$ cat src/rtl/bp_cacc_stream_arbiter.sv
// Round-robin, message-locked arbiter sharing one outbound BedRock stream among num_req_p requesters.
// Optional per-requester completed-message counters are enabled by defining BP_CACC_STREAM_ARB_PERF_EN.
module bp_cacc_stream_arbiter
  #(parameter int bp_params_p   = 0
   ,parameter int num_req_p     = 2
   ,parameter int hdr_width_p   = 64
   ,parameter int data_width_p  = 64
   ,localparam int lg_num_req_lp = $clog2(num_req_p)
   )
   (input  logic                              clk_i
   ,input  logic                              reset_i
   ,input  logic [num_req_p*hdr_width_p-1:0]  hdr_i
   ,input  logic [num_req_p*data_width_p-1:0] data_i
   ,input  logic [num_req_p-1:0]              v_i
   ,input  logic [num_req_p-1:0]              last_i
   ,output logic [num_req_p-1:0]              ready_and_o
   ,output logic [hdr_width_p-1:0]            hdr_o
   ,output logic [data_width_p-1:0]           data_o
   ,output logic                              v_o
   ,output logic                              last_o
   ,input  logic                              ready_and_i
   ,output logic [lg_num_req_lp-1:0]          grant_id_o
   ,output logic [num_req_p*16-1:0]           msg_count_o
   );

    if (num_req_p < 2 || num_req_p > 8 || bp_params_p < 0) begin : g_bad_cfg
        $error("bp_cacc_stream_arbiter: num_req_p must be within 2..8");
    end

    typedef enum logic {e_idle, e_locked} state_e;

    localparam logic [lg_num_req_lp-1:0] last_idx_lp = lg_num_req_lp'(num_req_p - 1);

    state_e                   state_r, state_n;
    logic [lg_num_req_lp-1:0] grant_r, grant_n;
    logic [lg_num_req_lp-1:0] ptr_r, ptr_n;
    logic [lg_num_req_lp-1:0] sel;
    logic                     any_v, active, accept, hit;
    int unsigned              cand;

    function automatic logic [lg_num_req_lp-1:0] wrap_inc(input logic [lg_num_req_lp-1:0] idx);
        return (idx == last_idx_lp) ? '0 : idx + 1'b1;
    endfunction

    // Rotating priority search starting at ptr_r; locked grant overrides it.
    always_comb begin
        any_v = |v_i;
        sel   = '0;
        hit   = 1'b0;
        cand  = 0;
        if (reset_i) begin
            sel = '0;
        end else if (state_r == e_locked) begin
            sel = grant_r;
        end else begin
            for (int unsigned k = 0; k < num_req_p; k++) begin
                cand = 32'(ptr_r) + k;
                if (cand >= num_req_p) cand = cand - num_req_p;
                if (!hit && v_i[cand]) begin
                    sel = lg_num_req_lp'(cand);
                    hit = 1'b1;
                end
            end
        end
    end

    assign active = ~reset_i & ((state_r == e_locked) | any_v);

    always_comb begin
        hdr_o       = '0;
        data_o      = '0;
        last_o      = 1'b0;
        v_o         = 1'b0;
        ready_and_o = '0;
        for (int unsigned i = 0; i < num_req_p; i++) begin
            if (sel == lg_num_req_lp'(i)) begin
                hdr_o          = hdr_i[i*hdr_width_p +: hdr_width_p];
                data_o         = data_i[i*data_width_p +: data_width_p];
                last_o         = last_i[i];
                v_o            = v_i[i] & ~reset_i;
                ready_and_o[i] = ready_and_i & active;
            end
        end
    end

    assign grant_id_o = sel;
    assign accept     = v_o & ready_and_i;

    always_comb begin
        state_n = state_r;
        grant_n = grant_r;
        ptr_n   = ptr_r;
        case (state_r)
            e_idle: begin
                // Lock on first presentation so a stalled beat stays stable.
                if (any_v) begin
                    if (accept & last_o) begin
                        ptr_n = wrap_inc(sel);
                    end else begin
                        state_n = e_locked;
                        grant_n = sel;
                    end
                end
            end
            e_locked: begin
                if (accept & last_o) begin
                    state_n = e_idle;
                    ptr_n   = wrap_inc(grant_r);
                end
            end
            default: state_n = e_idle;
        endcase
    end

    always_ff @(posedge clk_i) begin
        if (reset_i) begin
            state_r <= e_idle;
            grant_r <= '0;
            ptr_r   <= '0;
        end else begin
            state_r <= state_n;
            grant_r <= grant_n;
            ptr_r   <= ptr_n;
        end
    end

`ifdef BP_CACC_STREAM_ARB_PERF_EN
    logic [15:0] cnt_r [num_req_p];

    always_ff @(posedge clk_i) begin
        for (int unsigned i = 0; i < num_req_p; i++) begin
            if (reset_i) begin
                cnt_r[i] <= '0;
            end else if (accept && last_o && (sel == lg_num_req_lp'(i)) && (cnt_r[i] != '1)) begin
                cnt_r[i] <= cnt_r[i] + 1'b1;
            end
        end
    end

    always_comb begin
        msg_count_o = '0;
        for (int unsigned i = 0; i < num_req_p; i++) begin
            msg_count_o[i*16 +: 16] = cnt_r[i];
        end
    end
`else
    assign msg_count_o = '0;
`endif

endmodule
$ cat config.mk
export PLATFORM = sky130hd
export DESIGN_NAME = bp_cacc_stream_arbiter
export DESIGN_NICKNAME = d
export VERILOG_FILES = /design/src/rtl/bp_cacc_stream_arbiter.sv
export SDC_FILE = /design/constraint.sdc
export NUM_CORES = 1
export LEC_CHECK = 0
export ABC_AREA = 1
export BUFFER_PORTS_ARGS = -buffer_cell sky130_fd_sc_hd__buf_4
export CORE_AREA = 3 3 164 166
export DETAILED_ROUTE_END_ITERATION = 6
export DIE_AREA = 0 0 167 169
export MAX_ROUTING_LAYER = met4
export PLACE_DENSITY = 0.38
export SLEW_MARGIN = 20
export SYNTH_ARGS = -nofsm -noshare
export SYNTH_HDL_FRONTEND = slang
export SYNTH_SLANG_ARGS = --single-unit
$ cat constraint.sdc
create_clock -name clk_i -period 1.47 [get_ports clk_i]
set_input_delay 0.147 -clock clk_i [delete_from_list [all_inputs] [get_ports clk_i]]
set_output_delay 0.147 -clock clk_i [all_outputs]
set_load 0.05 [all_outputs]
==> summary by stage, run 1 <==
Outcome
The flow ran to the end, but the final reports show violations. The final reports fail on negative setup slack.

Flow run
The number of max-cap violations is 0.

Synthesis
The average footprint of a synthesized cell is 4.24 µm². The sequential share of the synthesized area is 2.89%. In this run the cell area of the synthesized design comes to 0.00208 mm². For this run, the number of Yosys warnings is 0. The compound-cell area share of the yosys netlist is 0.962%. The simple-gate share of the synthesized area is 75.9%. The main combinational cell family by area after synthesis is simple AND/OR/NAND/NOR gates. The synthesized design devotes to its leading area cell type 71.1% of total area.

The synthesized design spends more area on one cell type than any other, namely sky130_fd_sc_hd__nand2_1. Summing the areas of all fa, ha and maj instances in the mapped netlist gives 0% of the synthesized area. The post-synthesis sequential element count is 3.

The synthesized netlist contains 16 unique library cells. The share of the synthesized netlist area taken by xor and xnor gates is 0%. In the synthesized netlist, mux cells make up 0% of the area. By area the synthesized netlist is led by sky130_fd_sc_hd__nand2_1 71%, sky130_fd_sc_hd__buf_4 12%, sky130_fd_sc_hd__buf_2 5.3%, sky130_fd_sc_hd__dfxtp_1 2.9%, sky130_fd_sc_hd__nor2_1 1.8%.

After technology mapping, the gate count stands at 491.

Place
The number of port buffers is 395. The post-DP HPWL is 13000 µm. The placer congestion estimate is 0.791. The placed instance area is 0.00583 mm².

Clock tree
CTS saw 3 sinks. The clock edge transition at the registers on the reported setup and hold paths is 0.03 ns. After clock tree synthesis, the flow added hold-fix buffers numbering 0. Counting the buffers created by CTS gives 3. CTS placed an instance of sky130_fd_sc_hd__clkbuf_16 at the clock tree root. CTS built an H-tree with a depth of 1.

The clock passes through at most 2 buffers. The clock tree from TritonCTS is yes. At the later pin of the worst-skew pair, clock insertion delay measures 0.22 ns.

Pwr
In this run the static leakage power is 4.09 nW. The design draws 5.12 mW. The total power divided by cell area is 690 mW/mm². The worst-case IR drop observed on VDD is 0.497 mV.

Detailed routing
The remaining antenna violation count after routing is 0. In the final routed layout, each cell accounts on average for 13.6 µm. The first-iteration detailed-routing DRC count is 93. The post-route DRC violation count is 0.

The first detailed-routing pass ran for 4 iterations. The routed design has 16800 µm of wire. The via total after detailed routing is 4411. After detailed routing, the number of vias per cell comes to 3.57.

Setup path
The maximum fanout along the worst path is 8. Data on the critical path arrives at its endpoint at 1.60 ns. The kind of start point of the critical path is a flip-flop. The worst setup path is captured at an output pin. The critical path is of the reg2out type.

For the worst setup path, the data required time is 1.32 ns.

Global routing
Global routing consumed, over all layers together, 10.7% of the routing resources. The first global-routing pass estimated 23800 µm of wire. Global routing finished with a remaining overflow of 0. The via count of the first global-routing pass is 4372. The pin count of the biggest net entering global routing is 33.

The initial antenna violation count is 0.

Floorplanning
The die area is 0.0282 mm². The total core area is 0.0258 mm². The I/O pin count is 428. The height of the die is 169 µm. For this configuration, the core starts out at a cell density of 8.08%. The die boundary width is 167 µm. The cell row count is 59.

Worst hold path
The worst hold path belongs to the class in2reg.

Finish
The total non-filler cell area in the finished layout is 0.00741 mm². From synthesis to final layout, the design area changed by 256%. In the final design database the tool counted 1166 nets. The fraction of final layout cells sized beyond drive strength 1 is 68.8%. The number of antenna repair diodes is 0. The final core utilization is 28.8%.

STA
The number of endpoints with negative hold slack in the final report came to 0. Setup violations remaining at the end of the flow were counted as 135. Dividing the final minimum period by the clock period gives 119%. The maximum achievable frequency is 573 MHz. Setup repair after global routing could not meet its margin everywhere. The final number of max-transition violations was 0.

Across all setup checks in the final design, the least slack found is -0.274 ns. Counting I/O delays and the setup requirement, the final critical path takes 1.74 ns. Across the routed clock network, the largest skew measured is 0.00287 ns.
## placed cells by master, fill, tap and decap left out, drive strengths merged
cell and n:
nand3b 1, nand3 4, o21ai 1, inv 10, clkbuf 7, nor2 13, dfxtp 3, conb 32
buf 433, nand2 395, a21oi 3
## timing repair
action	4_1_cts	5_1_grt
endpoints found under the setup margin	135	136
endpoints found under the hold margin	0	0
gates cloned	5	3
pin swaps	4	17
buffers inserted	4	4
resized for setup	196	142
## Yosys cell counts
cell                       instances
sky130_fd_sc_hd__nor2_2            2
sky130_fd_sc_hd__buf_4            34
sky130_fd_sc_hd__nand3_1           4
sky130_fd_sc_hd__nor2_1           10
sky130_fd_sc_hd__nand2_4           1
sky130_fd_sc_hd__inv_2             2
sky130_fd_sc_hd__conb_1            1
sky130_fd_sc_hd__buf_2            22
sky130_fd_sc_hd__inv_1             8
sky130_fd_sc_hd__o21ai_0           1
sky130_fd_sc_hd__nand2_1         394
sky130_fd_sc_hd__dfxtp_1           3
sky130_fd_sc_hd__nand3b_1          1
sky130_fd_sc_hd__nor2_4            1
sky130_fd_sc_hd__clkbuf_1          4
sky130_fd_sc_hd__a21oi_1           3
## final cells by class
cell class              instances  area [µm²]
fillers                      2815       18400
multi-input cells             449        2300
repair buffers                436        4500
clock buffers                   4        78.8
inverters                      10        53.8
well taps                     335         419
flip-flops and latches          3        63.8
## report_power, final
group | switching (mW) | internal (mW) | total (mW)
logic | 2.65 | 1.94 | 4.59
clock network | 0.0711 | 0.358 | 0.429
registers | 0.00562 | 0.0901 | 0.0957
total | 2.73 | 2.39 | 5.12
## metal layers
layer | global-route usage (%) | vias to the layer above | routed length, µm
li1 | - | 2204 | -
met4 | 1.76 | 0 | 216
met1 | 12.2 | 1927 | 6120
met5 | - | - | 0
met3 | 2.27 | 16 | 1380
met2 | 19.7 | 264 | 9090
## logic make-up (layout without fill, tap and decap cells)
group	Yosys count	count (layout)
simple gates	413	413
compound gates	4	4
other cells	1	32
buf+inv	70	450
flops	3	3
## worst paths after layout
kind               startpoint        end  slack, ns  cells after the start
setup / recovery      state_r  hdr_o[57]      -0.27                     10
hold reg to reg         ptr_r      ptr_r       0.52                      2
setup reg to reg      state_r    grant_r      -0.07                     11
hold / removal    ready_and_i    state_r       0.28                      4
## state kept, by name, indices dropped and copies added, names as in the netlist
register and cells:
grant_r 1, ptr_r 1, state_r 1
## worst max-delay path, cell delays in order (launching register included)
cell and delay, ns:
sky130_fd_sc_hd__dfxtp_2 0.31, sky130_fd_sc_hd__inv_2 0.07, sky130_fd_sc_hd__nor2_2 0.05, sky130_fd_sc_hd__nor2_4 0.15, sky130_fd_sc_hd__nand2_8 0.11, sky130_fd_sc_hd__inv_16 0.11, sky130_fd_sc_hd__buf_12 0.13, sky130_fd_sc_hd__clkbuf_16 0.17
sky130_fd_sc_hd__nand2_4 0.05, sky130_fd_sc_hd__nand2_2 0.08, sky130_fd_sc_hd__buf_8 0.14
## metrics by stage
step	cells	setup TNS, ns	hold slack [ns]	setup slack [ns]
floorplan	522	-0.00217	0.298	-0.00217
global placement	1219	-6.58	0.512	-0.117
detailed placement	1219	-6.78	0.505	-0.116
CTS	1232	-30.67	0.283	-0.292
global route	1237	-40.21	0.308	-0.360
finish	1237	-28.38	0.279	-0.274
Note: power is estimated with default switching activity, not from simulation.
==> run 2: changes to the inputs <==
BUFFER_PORTS_ARGS = -buffer_cell sky130_fd_sc_hd__buf_2   (was -buffer_cell sky130_fd_sc_hd__buf_4)
==> summary by stage, run 2 (same netlist as run 1, synthesis figures left out) <==
Floorplanning
The height of the die is 169 µm (unchanged). The die area is 0.0282 mm² (unchanged). The I/O pin count was 428 (unchanged). The initial core utilization came to 8.08% (unchanged).

The total core area was 0.0258 mm² (unchanged). The die boundary width came to 167 µm (unchanged). The cell row count is 59 (unchanged).

Flow run
The number of max-cap violations is 0 (unchanged).

Pwr
The peak supply drop is 0.397 mV (-20%). The total power divided by cell area is 750 mW/mm² (+8.7%). The post-route total power was 4.30 mW (-16%). The static power due to leakage was 3.40 nW (-17%).

Setup path
The peak per-stage delay on the critical path came to 0.31 ns (about the same). The endpoint of the most critical register-to-register path is grant_r. The critical path data required time is 1.32 ns (about the same). The critical path data arrival time is 1.61 ns (about the same).

The internal reg-to-reg setup slack is -0.04 ns (+0.03 ns). The kind of cell with the highest combined delay along the critical path is buffers and inverters. The critical path class is reg2out. The cell that appears most often on the critical path is sky130_fd_sc_hd__nor2_4. The cell with the biggest individual delay on the critical path is sky130_fd_sc_hd__dfxtp_2. The number of buffer and inverter instances along the worst setup path is 4 (-1). The endpoint class of the critical path is an output pin.

Traced cell by cell, the critical path runs through inv_2 -> nor2_4 -> nor2_4 -> nand2_8 -> clkinv_8 -> clkbuf_16 -> nand2_1 -> nand2_2 -> buf_4. The startpoint identified for the worst register-to-register timing path is state_r. The worst setup path is launched from a flip-flop. The maximum fanout along the worst path is 23 (+15). The worst reg-to-reg path cell count came to 11 (unchanged).

STA
The maximum achievable frequency is 570 MHz (-0.54%). The total setup violations reported at the end of the flow is 135 (unchanged). The final critical-path setup slack was -0.283 ns (-0.00951 ns). The final worst-path cycle share is 119% (+0.65 points). Setup repair after global routing could not meet its margin everywhere.

The final number of max-transition violations is 0 (unchanged). The shortest clock period the worst path allows after layout was 1.75 ns (+0.00951 ns). The number of endpoints with negative hold slack in the final report is 0 (unchanged). The final clock skew was 0.00284 ns (-0.0000261 ns).

Finish
The layout-stage area growth over the synthesis result is 176%. The area of all sequential standard cells was 63.8 µm² (unchanged). In the final layout, the registers with the most flip-flops are grant_r x1, ptr_r x1, state_r x1. The top cell types in the final layout, fill and taps aside, are 268 x sky130_fd_sc_hd__nand2_1, 262 x sky130_fd_sc_hd__buf_2, 124 x sky130_fd_sc_hd__nand2_2. The number of antenna repair diodes is 0 (unchanged). The number of filler instances in the final layout is 2934 (+4.2%). Leaving out fill and tap cells, the most frequent cell in the layout is sky130_fd_sc_hd__nand2_1. The fraction of final layout cells sized beyond drive strength 1 was 63.6% (-5.2 points).

The non-filler instance count after layout is 1226 (-0.89%). The combined area of the multi-input logic cells is 0.00208 mm² (-9.6%). The count of nets after finishing is 1155 (-0.94%). The total non-filler cell area in the finished layout is 0.00574 mm² (-23%).

Outcome
The run finished, with violations left. The final reports fail on negative setup slack.

Clock tree
The clock tree from TritonCTS is yes. The clock sink total is 3 (unchanged). The root buffer cell chosen for the clock tree is sky130_fd_sc_hd__clkbuf_16. The deepest clock path buffer count was 2 (unchanged). The total number of H-tree levels is 1 (unchanged).

The clock edge transition at the registers on the reported setup and hold paths came to 0.03 ns (about the same). The worst-skew pair later-pin latency is 0.23 ns (about the same). The number of CTS-inserted buffers is 3 (unchanged).

Detailed routing
The post-route DRC violation count was 0 (unchanged). The first-iteration detailed-routing DRC count came to 82 (-12%). The remaining antenna violation count after routing is 0 (unchanged). The post-detailed-routing wire length is 15300 µm (-9.0%). The average wire per cell in the routed design is 12.5 µm (-8.2%). The detailed-routing iteration count for the pre-antenna-repair pass is 4 (unchanged). The ratio of routed vias to standard cells is 3.49 (-2.2%). The via total after detailed routing is 4274 (-3.1%).

Place
The number of port buffers is 395 (unchanged). The worst slack after detailed placement came to -0.163 ns (-0.0469 ns). The placer congestion estimate is 0.800 (+1.1%).

The placed instance area came to 0.00485 mm² (-17%). The post-DP HPWL was 11600 µm (-10%). The number of cells after detailed placement came to 1212 (-0.57%).

Global routing
The global-route track usage on met3 is 1.66% (-0.61 points). The global-route wire length before repair was 20300 µm (-15%). The met2 usage is 17.2% (-2.5 points). The total global-route track usage is 8.83% (-1.9 points). The via count of the first global-routing pass came to 4178 (-4.4%). The remaining global-route overflow was 0 (unchanged). In this run the most used layer during global routing was met2. The met1 track demand over resource is 9.15% (-3.1 points). The pin count of the biggest net entering global routing is 62 (+88%).

The initial antenna violation count is 0 (unchanged).

Worst hold path
The path class of the tightest hold or removal check is in2reg. The number of cells traversed by the worst hold path was 4 (unchanged). The worst-case hold path end point is state_r. The launch point of the worst hold path is ready_and_i.
-- run 2: cell count changes in the layout (fill, tap and decap cells not counted), sizes merged --
cell / change
inv: -1
clkbuf: +3
buf: -14
clkinv: +1
-- run 2: worst reg2reg max path, stage by stage (launching register included) --
cell                      delay [ns]
sky130_fd_sc_hd__dfxtp_2        0.31
sky130_fd_sc_hd__inv_2          0.08
sky130_fd_sc_hd__nor2_4         0.04
sky130_fd_sc_hd__nor2_4         0.14
sky130_fd_sc_hd__nand2_8        0.12
sky130_fd_sc_hd__buf_12         0.18
sky130_fd_sc_hd__nand2_2        0.07
sky130_fd_sc_hd__nand2_2        0.05
sky130_fd_sc_hd__nor2_2         0.12
sky130_fd_sc_hd__nand2_2        0.09
sky130_fd_sc_hd__a21oi_1        0.12
sky130_fd_sc_hd__nor2_1         0.06
-- run 2: where the power goes --
part           internal [mW]  switching, mW
Combinational           1.31           2.46
Clock                  0.358         0.0786
Sequential            0.0900        0.00570
-- run 2: how the worst max path moves through the flow --
| stage | from | to | slack, ns | cells past startpoint |
|---|---|---|---|---|
| floorplan | state_r | ready_and_o[0] | -0.002 | 7 |
| global placement | ptr_r | data_o[62] | -0.16 | 10 |
| detailed placement | ptr_r | data_o[38] | -0.16 | 10 |
| CTS | state_r | data_o[35] | -0.30 | 9 |
| global route | ptr_r | hdr_o[20] | -0.38 | 10 |
| finish | state_r | hdr_o[24] | -0.28 | 9 |
-- run 2: area by class of cell --
| cell class | instances | share of cell area [%] |
|---|---|---|
| Multi-Input combinational cell | 449 | 36.2 |
| Sequential cell | 3 | 1.11 |
| Inverter | 10 | 0.873 |
| Clock buffer | 4 | 1.37 |
| Timing Repair Buffer | 425 | 53.1 |
| Tap cell | 335 | 7.31 |
-- run 2: stage by stage --
stage	hold slack, ns	util [%]	TNS (ns)
6_report	0.303	22.3	-33.13
5_1_grt	0.337	22.3	-45.89
4_1_cts	0.304	21.1	-34.63
3_5_place_dp	0.530	18.8	-14.92
3_3_place_gp	0.525	18.8	-15.01
2_1_floorplan	0.298	-	-0.00217
-- run 2: metal layers --
metal,vias to the layer above,share of wire (%)
met5,-,0
met4,0,1.7
met3,22,8.5
met2,267,53
met1,1803,37
li1,2182,-
-- run 2: what timing repair did --
item                                    4_1_cts  5_1_grt
resized for setup                           177       25
hold buffers                                  0        0
endpoints found under the setup margin      135      136
setup buffers                                 0        4
cloned                                        0        6
hold endpoints to repair                      0        0
pin swaps                                     2        2
==> run 3: changes to the inputs <==
BUFFER_PORTS_ARGS = default   (was -buffer_cell sky130_fd_sc_hd__buf_2)
CELL_PAD_IN_SITES_DETAIL_PLACEMENT = 1   (was default)
CELL_PAD_IN_SITES_GLOBAL_PLACEMENT = 2   (was default)
CORE_AREA = 3 3 163 165   (was 3 3 164 166)
DIE_AREA = 0 0 166 168   (was 0 0 167 169)
DONT_BUFFER_PORTS = 1   (was default)
PLACE_DENSITY = 0.44   (was 0.38)
REMOVE_ABC_BUFFERS = 1   (was default)
==> summary by stage, run 3 (same netlist as run 1, synthesis figures left out) <==
Setup path
The kind of start point of the critical path is a flip-flop. The endpoint class of the critical path is an output pin. Traced cell by cell, the critical path runs through inv_4 -> nor2_4 -> nor2_4 -> nand2_8 -> inv_12 -> buf_12 -> clkbuf_16 -> nand2_1 -> nand2_2 -> buf_12. The critical path class is reg2out. The maximum fanout along the worst path is 8 (-65%). The number of buffer and inverter instances along the worst setup path is 5 (+1). The critical path data arrival time came to 1.64 ns (+0.03 ns). The critical path data required time came to 1.32 ns (about the same).

Broken down by cell family, the worst path's largest delay share belongs to buffers and inverters. The peak per-stage delay on the critical path came to 0.32 ns (about the same). The cell with the biggest individual delay on the critical path is sky130_fd_sc_hd__dfxtp_2.

STA
The summed negative setup slack over all endpoints is -35.29 ns (-2.16 ns). The final number of max-transition violations is 0 (unchanged). The final worst-path cycle share is 121% (+2.2 points).

The final critical-path setup slack is -0.315 ns (-0.0321 ns). The total setup violations reported at the end of the flow is 134 (-0.74%). The shortest clock period the worst path allows after layout is 1.79 ns (+0.0321 ns). The maximum achievable frequency came to 560 MHz (-1.8%).

The tightest hold margin is 0.0811 ns (-0.222 ns). The number of endpoints with negative hold slack in the final report was 0 (unchanged). The final clock skew was 0.000789 ns (-0.00205 ns). Setup repair after global routing could not meet its margin everywhere.

Worst hold path
The class of the most critical hold timing path is in2reg.

Global routing
The global-route wire length before repair came to 22800 µm (+12%). The pin count of the biggest net entering global routing was 31 (-50%). The met1 track demand over resource is 11.2% (+2.0 points).

The global-route track usage on met3 is 1.81% (+0.15 points). The met2 usage came to 21.1% (+3.9 points). The busiest metal layer after global routing is met2. The via count of the first global-routing pass was 3836 (-8.2%). The remaining global-route overflow is 0 (unchanged). The initial antenna violation count came to 0 (unchanged). The total global-route track usage was 10.6% (+1.8 points).

Finish
Compared with the post-synthesis result, the final layout area differs by 217%. The library cell used most frequently in the layout, excluding fill and tap cells, is sky130_fd_sc_hd__nand2_1. The area of all sequential standard cells is 63.8 µm² (unchanged). In the final layout, the registers with the most flip-flops are grant_r x1, ptr_r x1, state_r x1.

The count of nets after finishing was 909 (-21%). The number of filler instances in the final layout is 2932 (-0.068%). In the layout the commonest cells are 196 x sky130_fd_sc_hd__nand2_1, 139 x sky130_fd_sc_hd__buf_12, 132 x sky130_fd_sc_hd__nand2_2. The number of antenna repair diodes is 0 (unchanged). The fraction of final layout cells sized beyond drive strength 1 was 62.0% (-1.6 points). The combined area of the multi-input logic cells came to 0.00261 mm² (+26%).

Floorplanning
The I/O pin count is 428 (unchanged). The die boundary width is 166 µm (-0.60%). The die area came to 0.0279 mm² (-1.2%).

The cell row count came to 58 (-1.7%). The height of the die was 168 µm (-0.59%). The initial core utilization is 8.26% (+0.19 points). The total core area is 0.0252 mm² (-2.3%).

Clock tree
The worst-skew pair later-pin latency is 0.23 ns (about the same). The deepest clock path buffer count is 2 (unchanged). TritonCTS built the clock tree.

The number of CTS-inserted buffers is 3 (unchanged). In this run the clock root is driven by a sky130_fd_sc_hd__clkbuf_16. The clock edge transition at the registers on the reported setup and hold paths came to 0.03 ns (about the same). The total number of H-tree levels was 1 (unchanged). The clock sink total is 3 (unchanged).

Place
The number of port buffers was 0 (-100%). The placer congestion estimate is 0.784 (-1.9%). The worst slack after detailed placement is -0.186 ns (-0.0227 ns).

The post-DP HPWL came to 12400 µm (+6.8%).

Detailed routing
The via total after detailed routing is 3654 (-15%). The detailed-routing iteration count for the pre-antenna-repair pass was 4 (unchanged). The first-iteration detailed-routing DRC count is 67 (-18%).

The post-route DRC violation count is 0 (unchanged). The remaining antenna violation count after routing is 0 (unchanged). The average wire per cell in the routed design is 17.6 µm (+41%). The ratio of routed vias to standard cells is 3.75 (+7.5%).

The post-detailed-routing wire length is 17200 µm (+12%).

Outcome
The final reports fail on negative setup slack. The run finished, with violations left.

Pwr
The static power due to leakage is 3.30 nW (-2.9%). The peak supply drop was 0.354 mV (-11%). The total power divided by cell area is 808 mW/mm² (+7.7%).

Flow run
The number of max-cap violations is 0 (unchanged).
## run 3: cell count changes in the layout (fill, tap and decap cells not counted), moves of 17 or more
cell,before,now
sky130_fd_sc_hd__buf_2,262,0
sky130_fd_sc_hd__buf_12,11,139
sky130_fd_sc_hd__buf_4,111,15
sky130_fd_sc_hd__nand2_1,268,196
sky130_fd_sc_hd__nand2_4,2,66
sky130_fd_sc_hd__buf_8,19,2
## run 3: worst paths after layout
path	from	end	slack [ns]	cells after the start
hold / removal	reset_i	state_r	0.08	3
setup / recovery	state_r	data_o[22]	-0.32	10
setup reg to reg	state_r	grant_r	-0.03	11
hold reg to reg	ptr_r	ptr_r	0.51	2
## run 3: power breakdown
group | total [mW] | switching (mW) | internal, mW
clock network | 0.444 | 0.0849 | 0.359
registers | 0.0963 | 0.00624 | 0.0901
logic | 4.79 | 2.73 | 2.06
## run 3: cell type report
cell class | count | share of cell area [%]
Clock buffer | 4 | 1.19
Sequential cell | 3 | 0.967
Multi-Input combinational cell | 449 | 39.6
Inverter | 10 | 0.796
Timing Repair Buffer | 179 | 51.2
Tap cell | 330 | 6.26
## run 3: metrics by stage
stage          cell area [µm²]  utilization, %  instances  power (mW)
2_1_floorplan             1820               -        462        2.17
3_3_place_gp              5070            20.1        947        4.21
3_5_place_dp              5070            20.1        947        4.23
4_1_cts                   5740            22.8        964        5.03
5_1_grt                   6600            26.2        975        5.53
6_report                  6600            26.2        975        5.33
## run 3: per-layer routing
layer / share of wire [%] / routed length (µm)
met1: 35 / 6080
met2: 57 / 9720
met3: 6.9 / 1190
met4: 1.2 / 214
met5: 0 / 0
## run 3: repair_timing
action,4_1_cts,5_1_grt
pin swaps,6,64
gates resized for setup,113,205
endpoints found under the setup margin,134,136
gates cloned,7,6
setup buffers,6,9
hold endpoints to repair,0,0
hold buffers,0,0
## run 3: worst register-to-register path: stages, from the launching register on
cell and delay (ns):
sky130_fd_sc_hd__dfxtp_2 0.32, sky130_fd_sc_hd__inv_4 0.07, sky130_fd_sc_hd__nor2_4 0.04, sky130_fd_sc_hd__nor2_4 0.16
sky130_fd_sc_hd__nand2_8 0.11, sky130_fd_sc_hd__buf_6 0.15, sky130_fd_sc_hd__nand2_4 0.07, sky130_fd_sc_hd__nand2_4 0.06
sky130_fd_sc_hd__nor2_4 0.15, sky130_fd_sc_hd__nand2_4 0.08, sky130_fd_sc_hd__a21oi_2 0.13, sky130_fd_sc_hd__nor2_1 0.05
